`config.mk`:
```
export PLATFORM = sky130hd
export DESIGN_NAME = cc_sample_feeder
export DESIGN_NICKNAME = d
export VERILOG_FILES = /design/src/rtl/cc_pkg.sv /design/src/rtl/cc_sample_counter.sv /design/src/rtl/cc_sample_feeder.sv
export SDC_FILE = /design/constraint.sdc
export NUM_CORES = 1
export LEC_CHECK = 0
export CAP_MARGIN = 5
export CORE_ASPECT_RATIO = 0.7
export CORE_MARGIN = 2
export CORE_UTILIZATION = 42
export CTS_BUF_LIST = sky130_fd_sc_hd__clkbuf_4
export CTS_CLUSTER_SIZE = 24
export DETAILED_ROUTE_END_ITERATION = 10
export GPL_TIMING_DRIVEN = 0
export HOLD_SLACK_MARGIN = 0.12
export PLACE_DENSITY = 0.88
export SETUP_SLACK_MARGIN = 0.3
export SLEW_MARGIN = 20
export SYNTH_ARGS = -nofsm -noshare
export SYNTH_HDL_FRONTEND = slang
export SYNTH_SLANG_ARGS = --single-unit
export TNS_END_PERCENT = 20
```
`constraint.sdc`:
```
create_clock -name clk -period 2.9 [get_ports clk]
set_input_delay 0.58 -clock clk [delete_from_list [all_inputs] [get_ports clk]]
set_output_delay 0.58 -clock clk [all_outputs]
set_load 0.05 [all_outputs]
```
`src/rtl/cc_pkg.sv`:
```
// Shared defaults and FSM state encoding for the correlator sample feeder.
package cc_pkg;

    localparam int SAMPLE_W_DEF    = 16;
    localparam int NUM_SAMPLES_DEF = 1024;

    typedef logic [2:0] state_t;

    localparam state_t ST_IDLE   = 3'd0;
    localparam state_t ST_START  = 3'd1;
    localparam state_t ST_STREAM = 3'd2;
    localparam state_t ST_WAIT   = 3'd3;
    localparam state_t ST_RESULT = 3'd4;

endpackage

```
`src/rtl/cc_sample_counter.sv`:
```
// Loadable wrapping read-address counter plus a sample counter whose terminal
// flag marks the last sample of a run.
module cc_sample_counter #(
    parameter int ADDR_W      = 18,
    parameter int NUM_SAMPLES = 1024
)(
    input  logic              clk,
    input  logic              rst,
    input  logic              i_load,
    input  logic [ADDR_W-1:0] i_base,
    input  logic              i_addr_en,
    input  logic              i_cnt_en,
    output logic [ADDR_W-1:0] o_addr,
    output logic              o_last
);

    localparam int              CNT_W    = (NUM_SAMPLES > 1) ? $clog2(NUM_SAMPLES) : 1;
    localparam logic [CNT_W-1:0] CNT_LAST = CNT_W'(NUM_SAMPLES - 1);

    logic [ADDR_W-1:0] r_addr;
    logic [CNT_W-1:0]  r_cnt;

    // Address wraps naturally modulo 2^ADDR_W.
    always_ff @(posedge clk) begin
        if (!rst) begin
            r_addr <= '0;
            r_cnt  <= '0;
        end else if (i_load) begin
            r_addr <= i_base;
            r_cnt  <= '0;
        end else begin
            if (i_addr_en)
                r_addr <= r_addr + ADDR_W'(1);
            if (i_cnt_en)
                r_cnt <= r_cnt + CNT_W'(1);
        end
    end

    assign o_addr = r_addr;
    assign o_last = (r_cnt == CNT_LAST);

endmodule

```
`src/rtl/cc_sample_feeder.sv`:
```
// Streams NUM_SAMPLES dual-channel samples from memory into a correlator and hands back its lag.
// Define CC_FEEDER_TIMEOUT_EN to bound the wait for cc_done to TIMEOUT cycles.
module cc_sample_feeder
    import cc_pkg::*;
#(
    parameter int SAMPLE_W    = SAMPLE_W_DEF,
    parameter int NUM_SAMPLES = NUM_SAMPLES_DEF,
    parameter int ADDR_W      = 18,
    parameter int TIMEOUT     = 4096
)(
    input  logic                       clk,
    input  logic                       rst,
    input  logic                       go,
    input  logic [ADDR_W-1:0]          base_addr,
    output logic [ADDR_W-1:0]          mem_addr,
    output logic                       mem_rd,
    input  logic [SAMPLE_W-1:0]        mem_a,
    input  logic [SAMPLE_W-1:0]        mem_b,
    output logic                       cc_start,
    output logic [SAMPLE_W-1:0]        cc_m0,
    output logic [SAMPLE_W-1:0]        cc_m1,
    input  logic                       cc_done,
    input  logic signed [SAMPLE_W-1:0] cc_index,
    output logic                       res_valid,
    input  logic                       res_ready,
    output logic signed [SAMPLE_W-1:0] res_index,
    output logic                       res_err,
    output logic                       busy
);

    state_t                     r_state;
    state_t                     w_next;
    logic [ADDR_W-1:0]          w_addr;
    logic                       w_last;
    logic                       w_idle;
    logic                       w_start;
    logic                       w_stream;
    logic                       w_wait;
    logic                       w_result;
    logic                       w_timeout;
    logic signed [SAMPLE_W-1:0] r_res_index;

    assign w_idle   = (r_state == ST_IDLE);
    assign w_start  = (r_state == ST_START);
    assign w_stream = (r_state == ST_STREAM);
    assign w_wait   = (r_state == ST_WAIT);
    assign w_result = (r_state == ST_RESULT);

    // Loading in IDLE latches the base; START presents it and every START/STREAM cycle advances it.
    cc_sample_counter #(
        .ADDR_W      (ADDR_W),
        .NUM_SAMPLES (NUM_SAMPLES)
    ) u_counter (
        .clk       (clk),
        .rst       (rst),
        .i_load    (w_idle & go),
        .i_base    (base_addr),
        .i_addr_en (w_start | w_stream),
        .i_cnt_en  (w_stream),
        .o_addr    (w_addr),
        .o_last    (w_last)
    );

`ifdef CC_FEEDER_TIMEOUT_EN
    localparam int               WT_W    = (TIMEOUT > 1) ? $clog2(TIMEOUT) : 1;
    localparam logic [WT_W-1:0]  WT_LAST = WT_W'(TIMEOUT - 1);

    logic [WT_W-1:0] r_wait_cnt;
    logic            r_res_err;

    always_ff @(posedge clk) begin
        if (!rst || !w_wait)
            r_wait_cnt <= '0;
        else
            r_wait_cnt <= r_wait_cnt + WT_W'(1);
    end

    assign w_timeout = w_wait && (r_wait_cnt == WT_LAST);

    // A cc_done in the final WAIT cycle wins over the timeout.
    always_ff @(posedge clk) begin
        if (!rst)
            r_res_err <= 1'b0;
        else if (w_wait && cc_done)
            r_res_err <= 1'b0;
        else if (w_timeout)
            r_res_err <= 1'b1;
    end

    assign res_err = r_res_err;
`else
    // TIMEOUT has no effect in this build: WAIT holds until cc_done.
    assign w_timeout = (TIMEOUT < 0);
    assign res_err   = 1'b0;
`endif

    always_comb begin
        w_next = r_state;
        case (r_state)
            ST_IDLE:   if (go)                   w_next = ST_START;
            ST_START:                            w_next = ST_STREAM;
            ST_STREAM: if (w_last)               w_next = ST_WAIT;
            ST_WAIT:   if (cc_done || w_timeout) w_next = ST_RESULT;
            ST_RESULT: if (res_ready)            w_next = ST_IDLE;
            default:                             w_next = ST_IDLE;
        endcase
    end

    always_ff @(posedge clk) begin
        if (!rst)
            r_state <= ST_IDLE;
        else
            r_state <= w_next;
    end

    always_ff @(posedge clk) begin
        if (!rst)
            r_res_index <= '0;
        else if (w_wait && cc_done)
            r_res_index <= cc_index;
        else if (w_timeout)
            r_res_index <= '0;
    end

    assign mem_addr  = w_addr;
    assign mem_rd    = w_start | (w_stream & ~w_last);
    assign cc_start  = w_start;
    assign cc_m0     = w_stream ? mem_a : '0;
    assign cc_m1     = w_stream ? mem_b : '0;
    assign res_valid = w_result;
    assign res_index = r_res_index;
    assign busy      = ~w_idle;

endmodule

```
==> results.md, run 1 <==
- Before antenna repair, the detailed router went through 4 iterations.
- The total of warnings raised by yosys is 0.
- Of the total power, combinational logic draws 0.366.
- Counting I/O delays and the setup requirement, the final critical path takes 2.610 ns.
- The area fraction of the dominant cell type after synthesis is 0.3902.
- The count of endpoints failing setup in the final report is 0.
- The worst setup path is launched from a flop.
- The total routing resource utilization after global routing is 0.2371.
- The worst relative slew slack is 0.6459.
- For this run, asynchronously set or reset flops after synthesis account for 0.
- The quantity of hold-fixing buffers added after cts is 0.
- The initial antenna violation count is 0.
- The met3 wirelength from detailed routing is 533 µm.
- Leaving out filler cells and counting taps, the final layout contains 515.
- The area enclosed by the die boundary is 6372 µm².
- The count of antenna diodes in the layout is 0.
- The leakage power summed over all cells is 1.553 nW.
- In the final timing run, aggregate negative setup slack is 0 ns.
- Detailed routing inserted a total of 2543 vias.
- The top routing layer in use is met4.
- For the pin with the worst max-slew slack, the measured transition is 0.5303 ns.
- The number of core rows is 23.
- The max capacitance violation total is 0.
- Setup repair after global routing could not meet its margin everywhere.
- The buffer cell driving the clock tree root is clkbuf_4.
- The number of hold violations in the final report is 0.
- CTS built an H-tree with a depth of 2.
- For the final database, setup skew stands at 0.01045 ns.
- Data on the critical path arrives at its endpoint at 2.03 ns.
- For the worst-skew pair, the clock arrives at the later sink with an insertion delay of 0.35 ns.
- The switching power is 636.2 µW.
- The first-pass GRT wire length is 11670 µm.
- The synthesized design contains 0 enable-type register cells.
- The horizontal die dimension is 94.56 µm.
- The top flip-flop cell by instance count after synthesis is dfxtp_1.
- The post-synth net total is 367.
- TritonCTS created 5 clock buffers.
- Across the VDD grid, the largest voltage drop is 0.2795 mV.
- The HPWL after detailed placement is 5845 µm.
- After clock tree synthesis, the clock-pin slew on the worst setup and hold paths is 0.13 ns.
- The share of total power dissipated in sequential elements is 0.414.
- The total I/O pin count is 142.
- The clock passes through at most 2 buffers.
- The region available for standard cell placement spans 5640 µm².
- The routed metal-1 wirelength is 3291 µm.
- Internal power comes to 1.125 mW.
- The via count of the first global-routing pass is 2401.
- The path type of the worst setup path is flop to primary output.
- For this run, the register share of the synthesized area comes to 0.3902.
- The flop and latch count out of synthesis is 47.
- Dividing the final minimum period by the clock period gives 0.8999.
- At the end of routability-driven placement, the weighted congestion stood at 0.9056.
- The detail route stage leaves a number of antenna-violating nets equal to 0.
- The cell type with the highest aggregate area in the netlist is dfxtp_1.
- Final hold analysis gives a worst-case slack of 0.4717 ns.
- Of the total power, the clock network draws 0.220.
- The max-slew violation total from the final report is 0.
- The met2 wire length is 3514 µm.
- The number of distinct library cells after synthesis is 39.
- For this configuration, the core starts out at a cell density of 0.4275.
- Using the TritonRoute via totals, the vias-per-cell ratio works out to 4.938.
- The flow ran to the end, and the final reports show no timing, DRC or antenna violations.
- The number of cells produced by synthesis is 294.
- The class of the tightest hold or removal check is flop to flop.
- Of the cells placed in the final design, the portion with a size suffix greater than 1 is 0.1182.
- The final wirelength is 7389 µm.
- The average routed wire per standard cell is 14.35 µm.
- By area the synthesized netlist is led by dfxtp_1 39%, and2_1 9.1%, nand2_1 6.7%.
- A synthesized cell averages 8.201 µm².
- The count of buffers added on input and output ports is 139.
- The violation count after the first detailed-route iteration is 128.
- The total congestion overflow after global routing is 0.
- The data required time at the worst endpoint is 2.32 ns.
- The number of fill cells is 501.
- The relative area change from synthesis to final layout is 60.98%.
- The achievable frequency is 0.3832 GHz.
- Of the total power, the share spent switching nets is 0.3612.
- The cell area after synthesis is 2411 µm².
- Along the worst path, the maximum fanout reaches 10.
- The number of sinks handled by clock tree synthesis is 47.
- Entering global routing, the biggest net connects 14 pins.
- The post-layout net count is 513.
- The element type at the critical path end is a primary output.
- The count of unresolved DRC violations after routing is 0.
- The TritonCTS clock tree is built.
- Including well taps, the total number of placed cells is 508.
- The power density over the cells is 453.8 nW/µm².
- The die height is 67.39 µm.
[power by group through the flow]
stage               Clock, mW  Sequential [mW]  Combinational [mW]
global placement            0            0.740               0.652
floorplan                   0            0.848               0.288
finish                  0.387            0.729               0.645
global route            0.424            0.735               0.685
CTS                     0.392            0.728               0.652
detailed placement          0            0.743               0.661
[critical path: stages (launching register included)]
cell and delay (ns):
dfxtp_1 0.32, buf_2 0.18, nor3b_2 0.23, buf_4 0.20, buf_2 0.21, and2_1 0.16
clkdlybuf4s15_2 0.38
[layout make-up]
class	instances	area, µm²	share of cell area
multi-input cells	226	1366	0.3520
repair buffers	139	1297	0.3343
clock inverters	1	30.03	0.007737
inverters	2	7.507	0.001934
plain buffers	19	100.1	0.02579
flip-flops and latches	47	940.9	0.2424
well taps	75	93.84	0.02418
clock buffers	6	45.04	0.01161
[synthesized netlist by cell type, types with 2 or more instances]
library cell   n
dfxtp_1       47
nand2_1       43
and2_1        35
o21ai_0       20
nor2_1        17
xor2_1        17
a21boi_0      15
a21oi_1       15
clkbuf_1      13
nand3_1       11
nand4_1       11
xnor2_1        6
and3_1         4
nor2b_1        3
and4_1         2
buf_2          2
buf_4          2
buf_6          2
ha_1           2
inv_1          2
mux2i_1        2
nand2b_1       2
nand4b_1       2
nor3_1         2
nor3b_2        2
or3_1          2
[stage by stage]
| step | total power [mW] | cell area (µm²) | util | worst slack (ns) |
|---|---|---|---|---|
| floorplan | 1.136 | 2411 | - | 0.8573 |
| global placement | 1.392 | 3896 | 0.6908 | 0.1473 |
| detailed placement | 1.404 | 3896 | 0.6908 | 0.1147 |
| CTS | 1.773 | 3981 | 0.7059 | 0.05191 |
| global route | 1.843 | 3881 | 0.6881 | 0.1454 |
| finish | 1.761 | 3881 | 0.6881 | 0.2902 |
[cell usage in the layout (no fill, tap or decap), types with 6 or more instances in the layout]
cell type | netlist | routed
a21boi_0 | 15 | 15
nand2_1 | 43 | 43
xnor2_1 | 6 | 6
clkbuf_2 | 0 | 6
clkbuf_4 | 0 | 23
nor2_1 | 17 | 17
clkbuf_1 | 13 | 10
nand4_1 | 11 | 11
clkdlybuf4s50_1 | 0 | 103
nand3_1 | 11 | 11
a21oi_1 | 15 | 15
o21ai_0 | 20 | 20
buf_2 | 2 | 12
dfxtp_1 | 47 | 47
xor2_1 | 17 | 17
and2_1 | 35 | 35
[metal layers]
metal | up-vias | GRT usage
met5 | - | 0
met4 | 0 | 0.04891
met3 | 7 | 0.05246
met2 | 78 | 0.4098
met1 | 1178 | 0.3088
li1 | 1280 | -
[sequential cells by signal, summed over array words and instances (netlist names)]
name,count
r_state,3
u_counter.r_cnt,10
res_index,16
u_counter.o_addr,18
[logic make-up after synthesis]
kind of cell,after synthesis,share of synthesized area
other cells,1,0.001555
fa+ha+maj,2,0.01038
mux,2,0.008303
simple gates,141,0.3145
flops,47,0.3902
compound gates,56,0.1370
xor+xnor,24,0.09497
buf+inv,21,0.04307
[worst paths after layout]
check                              startpoint                                 to  slack [ns]  cells after the start
min reg2reg        res_index[10]$_SDFFE_PN0P_         res_index[10]$_SDFFE_PN0P_        0.47                      2
max reg2reg  u_counter.o_addr[0]$_SDFFE_PN0P_  u_counter.o_addr[14]$_SDFFE_PN0P_        1.10                      6
min                res_index[10]$_SDFFE_PN0P_         res_index[10]$_SDFFE_PN0P_        0.47                      2
max                   r_state[2]$_SDFFE_PN0P_                           cc_m1[7]        0.29                      6
[what timing repair did]
action	CTS	global route
endpoints found under the setup margin	34	36
setup buffers	0	0
resized for setup	70	90
cloned	0	0
Note: power is estimated with default switching activity, not from simulation.
==> run 2: changes to the inputs <==
--- a/config.mk
+++ b/config.mk
@@ -10,10 +10,10 @@
 export CORE_MARGIN = 2
 export CORE_UTILIZATION = 42
 export CTS_BUF_LIST = sky130_fd_sc_hd__clkbuf_4
-export CTS_CLUSTER_SIZE = 24
 export DETAILED_ROUTE_END_ITERATION = 10
 export GPL_TIMING_DRIVEN = 0
 export HOLD_SLACK_MARGIN = 0.12
+export MAX_ROUTING_LAYER = met4
 export PLACE_DENSITY = 0.88
 export SETUP_SLACK_MARGIN = 0.3
 export SLEW_MARGIN = 20
==> results.md, run 2 (synthesized netlist as in run 1, its figures left out) <==
- For hold timing, the worst endpoint is res_index[10]$_SDFFE_PN0P_.
- The initial standard-cell utilization of the core was 0.4275 (unchanged).
- The worst setup path is captured at a primary output.
- The area enclosed by the die boundary is 6372 µm² (unchanged).
- The total I/O pin count was 142 (unchanged).
- The leakage power summed over all cells came to 1.553 nW (about the same).
- The HPWL after detailed placement is 5845 µm (unchanged).
- The violation count after the first detailed-route iteration was 135 (+5.5%).
- The worst hold path begins at res_index[10]$_SDFFE_PN0P_.
- The via count of the routed design is 2548 (+0.20%).
- The global placer's final weighted congestion was 0.9212 (+1.7%).
- TritonCTS built the clock tree.
- The source-to-sink clock delay at the later pin of the worst-skew pair is 0.35 ns (about the same).
- The worst relative slew slack is 0.6465 (about the same).
- The total congestion overflow after global routing is 0 (unchanged).
- The library cell used most frequently in the layout, excluding fill and tap cells, is clkdlybuf4s50_1.
- The final wirelength is 7340 µm (-0.66%).
- The achievable frequency is 0.3822 GHz (-0.26%).
- The period utilization is 0.9023 (+0.002371).
- The setup slack on the worst flop-to-flop path came to 1.12 ns (+0.02 ns).
- STA classifies the critical path startpoint as a flop.
- Setup repair after global routing could not meet its margin everywhere.
- The number of buffers added on ports was 139 (unchanged).
- The worst setup timing slack at the placement stage came to 0.1147 ns (unchanged).
- The flip-flop count of the largest register, all copies and words added is 18 (unchanged).
- The path type of the worst setup path is flop to primary output.
- The number of hold violations in the final report is 0 (unchanged).
- The buffer cell driving the clock tree root is clkbuf_4.
- The endpoint identified for the worst register-to-register timing path is u_counter.o_addr[14]$_SDFFE_PN0P_.
- The worst clock skew is 0.01248 ns (+0.002033 ns).
- The class of the tightest hold or removal check is flop to flop.
- The TritonCTS buffer count came to 5 (unchanged).
- The max-slew violation total from the final report is 0 (unchanged).
- The H-tree depth was 2 (unchanged).
- The number of setup buffers added after CTS came to 0 (unchanged).
- The number of cell instances on the worst register-to-register path is 6 (unchanged).
- In the layout the commonest cells are 103 x clkdlybuf4s50_1, 47 x dfxtp_1, 43 x nand2_1.
- The utilization after layout is 0.6877 (about the same).
- The via count of the first global-routing pass is 2399 (-0.083%).
- The worst hold path cell count is 2 (unchanged).
- The maximum number of pins on one net before global-route repair is 14 (unchanged).
- The final total negative setup slack is 0 ns (unchanged).
- The total routing resource utilization after global routing is 0.2442 (+0.007074).
- The count of unresolved DRC violations after routing came to 0 (unchanged).
- The average routed wire per standard cell is 14.25 µm (-0.66%).
- The antenna violation net count after detailed routing is 0 (unchanged).
- The number of sinks handled by clock tree synthesis is 47 (unchanged).
- The startpoint identified for the worst register-to-register timing path is u_counter.o_addr[0]$_SDFFE_PN0P_.
- The standard cell core area is 5640 µm² (unchanged).
- The first-pass detailed-route iteration total is 4 (unchanged).
- The clock transition at the registers of the reported paths is 0.13 ns (about the same).
- The die height is 67.39 µm (unchanged).
- The maximum fanout along the worst path is 10 (unchanged).
- The power density over the cells came to 453.1 nW/µm² (-0.15%).
- The first-pass GRT wire length is 11700 µm (+0.18%).
- The initial antenna violation count is 0 (unchanged).
- The count of endpoints failing setup in the final report is 0 (unchanged).
- The horizontal die dimension is 94.56 µm (unchanged).
- The relative area change from synthesis to final layout came to 60.87% (about the same).
- The count of antenna diodes in the layout came to 0 (unchanged).
- The worst-case vdd ir drop came to 0.2793 mV (about the same).
- The actual transition at the worst max-transition pin is 0.5294 ns (-0.0009422 ns).
- The max capacitance violation total was 0 (unchanged).
- The arrival time at the worst endpoint is 2.04 ns (about the same).
- The mean number of vias per cell came to 4.948 (+0.20%).
- The buffer levels on the longest clock path is 2 (unchanged).
- The flow ran to the end, and the final reports show no timing, DRC or antenna violations.
- The number of core rows was 23 (unchanged).
- The data required time at the worst endpoint is 2.32 ns (about the same).
- The final critical delay including setup and external delays is 2.617 ns (+0.006876 ns).
- The fraction of final layout cells sized beyond drive strength 1 is 0.1182 (unchanged).
- The smallest setup slack after layout was 0.2833 ns (-0.006876 ns).
- The post-layout net count is 513 (unchanged).
## run 2: cell count changes in the layout (fill, tap and decap cells not counted)
cell / change
buf_2: +1
clkbuf_4: -1
## run 2: area by class of cell
type	count	area [µm²]
Buffer	19	100.1
Clock buffer	6	45.04
Clock inverter	1	30.03
Fill cell	501	1762
Inverter	2	7.507
Multi-Input combinational cell	226	1366
Sequential cell	47	940.9
Tap cell	75	93.84
Timing Repair Buffer	139	1295
## run 2: layer usage
layer	part of all wire	global-route usage	wire length [µm]
met3	0.072	0.05246	528
met5	0	-	0
met2	0.48	0.4107	3518
met1	0.44	0.3081	3246
met4	0.0063	0.04891	46
## run 2: what timing repair did
action,CTS,global route
gates resized for setup,70,89
setup endpoints to repair,34,36
cloned,0,0
hold buffers,0,0
## run 2: worst max-delay path: stages (launching register included)
cell and delay, ns:
dfxtp_1 0.32, buf_2 0.18, nor3b_2 0.23, buf_4 0.20
buf_2 0.21, and2_1 0.15, clkdlybuf4s15_2 0.38
## run 2: report_power, final
group	internal, mW	total (mW)	switching [mW]
sequential	0.684	0.729	0.0457
clock	0.187	0.383	0.196
combinational	0.254	0.645	0.391
total	1.12	1.76	0.633
## run 2: worst max path at each step
stage               cells after the start         to               startpoint
floorplan                               5  cc_m1[10]  r_state[2]$_SDFFE_PN0P_
global placement                        6   cc_m1[7]  r_state[2]$_SDFFE_PN0P_
detailed placement                      6   cc_m1[7]  r_state[2]$_SDFFE_PN0P_
CTS                                     6   cc_m1[0]  r_state[2]$_SDFFE_PN0P_
global route                            6   cc_m1[7]  r_state[2]$_SDFFE_PN0P_
finish                                  6   cc_m1[7]  r_state[2]$_SDFFE_PN0P_
## run 2: metrics by stage
step | hold slack, ns | total power, mW | cells | area (µm²)
after floorplan | 0.4804 | 1.136 | 294 | 2411
after global placement | 0.4417 | 1.392 | 508 | 3896
after detailed placement | 0.4577 | 1.404 | 508 | 3896
after CTS | 0.4757 | 1.773 | 515 | 3981
after global routing | 0.4951 | 1.843 | 515 | 3879
final | 0.4720 | 1.757 | 515 | 3879
==> run 3: changes to the inputs <==
--- a/config.mk
+++ b/config.mk
@@ -7,14 +7,13 @@
 export LEC_CHECK = 0
 export CAP_MARGIN = 5
 export CORE_ASPECT_RATIO = 0.7
-export CORE_MARGIN = 2
 export CORE_UTILIZATION = 42
 export CTS_BUF_LIST = sky130_fd_sc_hd__clkbuf_4
 export DETAILED_ROUTE_END_ITERATION = 10
 export GPL_TIMING_DRIVEN = 0
 export HOLD_SLACK_MARGIN = 0.12
 export MAX_ROUTING_LAYER = met4
-export PLACE_DENSITY = 0.88
+export PLACE_DENSITY_LB_ADDON = 0.1
 export SETUP_SLACK_MARGIN = 0.3
 export SLEW_MARGIN = 20
 export SYNTH_ARGS = -nofsm -noshare
==> results.md, run 3 (synthesized netlist as in run 1, its figures left out) <==
- Leaving out fill and tap cells, the most frequent cell in the layout is clkdlybuf4s50_1.
- The first-pass GRT wire length was 11610 µm (-0.71%).
- TritonCTS built the clock tree.
- The number of placed instances with taps included is 505 (-0.59%).
- The path type of the worst setup path is flop to primary output.
- The fraction of final layout cells sized beyond drive strength 1 was 0.1179 (-0.0002680).
- STA classifies the critical path endpoint as a primary output.
- The arrival time at the worst endpoint is 2.17 ns (+0.13 ns).
- The max-slew violation total from the final report is 0 (unchanged).
- The post-layout net count came to 513 (unchanged).
- The mean number of vias per cell came to 4.895 (-1.1%).
- The relative area change from synthesis to final layout is 63.16%.
- The total congestion overflow after global routing is 0 (unchanged).
- The HPWL after detailed placement is 5742 µm (-1.8%).
- The buffer levels on the longest clock path came to 2 (unchanged).
- The maximum number of pins on one net before global-route repair is 17 (+3).
- The initial antenna violation count came to 0 (unchanged).
- The count of unresolved DRC violations after routing came to 0 (unchanged).
- The number of core rows is 22 (-4.3%).
- The worst-case vdd ir drop is 0.3375 mV (+21%).
- The maximum fanout along the worst path came to 10 (unchanged).
- The data required time at the worst endpoint is 2.32 ns (about the same).
- The actual transition at the worst max-transition pin is 0.5385 ns (+0.009113 ns).
- The number of setup buffers added after CTS is 0 (unchanged).
- The source-to-sink clock delay at the later pin of the worst-skew pair is 0.38 ns (+0.03 ns).
- The smallest setup slack after layout is 0.1470 ns (-0.1363 ns).
- The max capacitance violation total is 0 (unchanged).
- The flip-flop count of the largest register, all copies and words added is 18 (unchanged).
- The worst clock skew is 0.02291 ns (+0.01042 ns).
- The register cell area after layout was 940.9 µm² (unchanged).
- Setup repair after global routing could not meet its margin everywhere.
- The final critical delay including setup and external delays was 2.753 ns (+0.1363 ns).
- The leakage power summed over all cells came to 1.525 nW (-1.8%).
- The period utilization is 0.9493 (+0.04701).
- The number of sinks handled by clock tree synthesis came to 47 (unchanged).
- The count of endpoints failing setup in the final report was 0 (unchanged).
- The worst setup timing slack at the placement stage is 0.1395 ns (+0.02481 ns).
- The final wirelength is 7194 µm (-2.0%).
- The smallest hold slack is 0.4635 ns (-0.008475 ns).
- The clock transition at the registers of the reported paths is 0.16 ns (+0.03 ns).
- The number of hold violations in the final report is 0 (unchanged).
- The horizontal die dimension is 92.56 µm (-2.1%).
- The final total negative setup slack came to 0 ns (unchanged).
- The antenna violation net count after detailed routing is 0 (unchanged).
- The H-tree depth is 2 (unchanged).
- The class of the tightest hold or removal check is flop to flop.
- The total I/O pin count is 142 (unchanged).
- The standard cell core area is 5395 µm² (-4.3%).
- The category of the worst setup path launch point is a flop.
- The final cell count without fillers is 513 (-0.39%).
- The root buffer cell chosen for the clock tree is clkbuf_4.
- The multi-input combinational cell area is 1373 µm² (+0.46%).
- The total routing resource utilization after global routing is 0.2545 (+0.01038).
- The global placer's final weighted congestion is 0.8406 (-8.7%).
- The via count of the routed design is 2511 (-1.5%).
- The number of fill cells is 442 (-12%).
- The violation count after the first detailed-route iteration was 102 (-24%).
- The average routed wire per standard cell is 14.02 µm (-1.6%).
- In the layout the commonest cells are 103 x clkdlybuf4s50_1, 47 x dfxtp_1, 43 x nand2_1.
- The area enclosed by the die boundary came to 6053 µm² (-5.0%).
- The achievable frequency is 0.3632 GHz (-5.0%).
- The count of antenna diodes in the layout is 0 (unchanged).
- The power density over the cells is 432.6 nW/µm² (-4.5%).
- The TritonCTS buffer count was 5 (unchanged).
- The via count of the first global-routing pass is 2293 (-4.4%).
- The initial standard-cell utilization of the core was 0.4469 (+0.01943).
- The worst relative slew slack is 0.6404 (-0.006085).
- The flow ran to the end, and the final reports show no timing, DRC or antenna violations.
- The number of buffers added on ports is 139 (unchanged).
- The die height is 65.39 µm (-3.0%).
- The first-pass detailed-route iteration total came to 4 (unchanged).
- The quantity of hold-fixing buffers added after cts is 0 (unchanged).
==> run 3: cell types whose count changed in the layout (fill, tap and decap cells not counted) <==
cell	before	now
clkbuf_1	10	11
nor3b_2	2	1
clkbuf_4	22	25
clkdlybuf4s15_2	1	10
clkbuf_2	6	1
clkinvlp_4	0	1
nor3b_4	0	1
bufinv_16	1	0
clkinv_4	0	2
buf_2	13	4
==> run 3: final cells by class <==
class	instances	area share
Clock inverter	3	0.006361
Buffer	19	0.02513
Inverter	2	0.001908
Sequential cell	47	0.2392
Multi-Input combinational cell	226	0.3489
Tap cell	72	0.02290
Clock buffer	5	0.009542
Timing Repair Buffer	139	0.3461
==> run 3: worst max-delay path: stages (launching register included) <==
cell and delay [ns]:
dfxtp_1 0.33, buf_2 0.18, nor3b_4 0.23, buf_4 0.19, clkbuf_1 0.29, and2_1 0.19, clkdlybuf4s15_2 0.37
==> run 3: worst paths after layout <==
| kind | cells after the start | slack (ns) | from | end |
|---|---|---|---|---|
| worst max-delay path | 6 | 0.15 | r_state[2]$_SDFFE_PN0P_ | cc_m0[3] |
| worst min-delay path | 2 | 0.46 | res_index[0]$_SDFFE_PN0P_ | res_index[0]$_SDFFE_PN0P_ |
| worst max register to register | 6 | 1.22 | u_counter.o_addr[0]$_SDFFE_PN0P_ | u_counter.o_addr[16]$_SDFFE_PN0P_ |
| worst min register to register | 2 | 0.46 | res_index[0]$_SDFFE_PN0P_ | res_index[0]$_SDFFE_PN0P_ |
==> run 3: timing repair <==
| action | CTS | global route |
|---|---|---|
| pin swaps | 0 | 0 |
| gates resized for setup | 87 | 74 |
| endpoints found under the setup margin | 35 | 36 |
==> run 3: report_power, final <==
group / total, mW / switching [mW] / internal (mW) / leakage [nW]
sequential: 0.731 / 0.0472 / 0.684 / 0.383
clock: 0.322 / 0.224 / 0.0974 / 0.0314
combinational: 0.649 / 0.388 / 0.261 / 1.11
==> run 3: metal layers <==
metal / wire length, µm / global-route usage
met1: 3398 / 0.3526
met2: 3309 / 0.3889
met3: 421 / 0.04398
met4: 65 / 0.05859
met5: 0 / -
==> run 3: per-stage QoR <==
step / utilization / total power [mW] / instance area [µm²]
after floorplan: - / 1.136 / 2411
after global placement: 0.7215 / 1.391 / 3892
after detailed placement: 0.7215 / 1.402 / 3892
after CTS: 0.7389 / 1.715 / 3986
after global routing: 0.7291 / 1.788 / 3934
final: 0.7291 / 1.702 / 3934
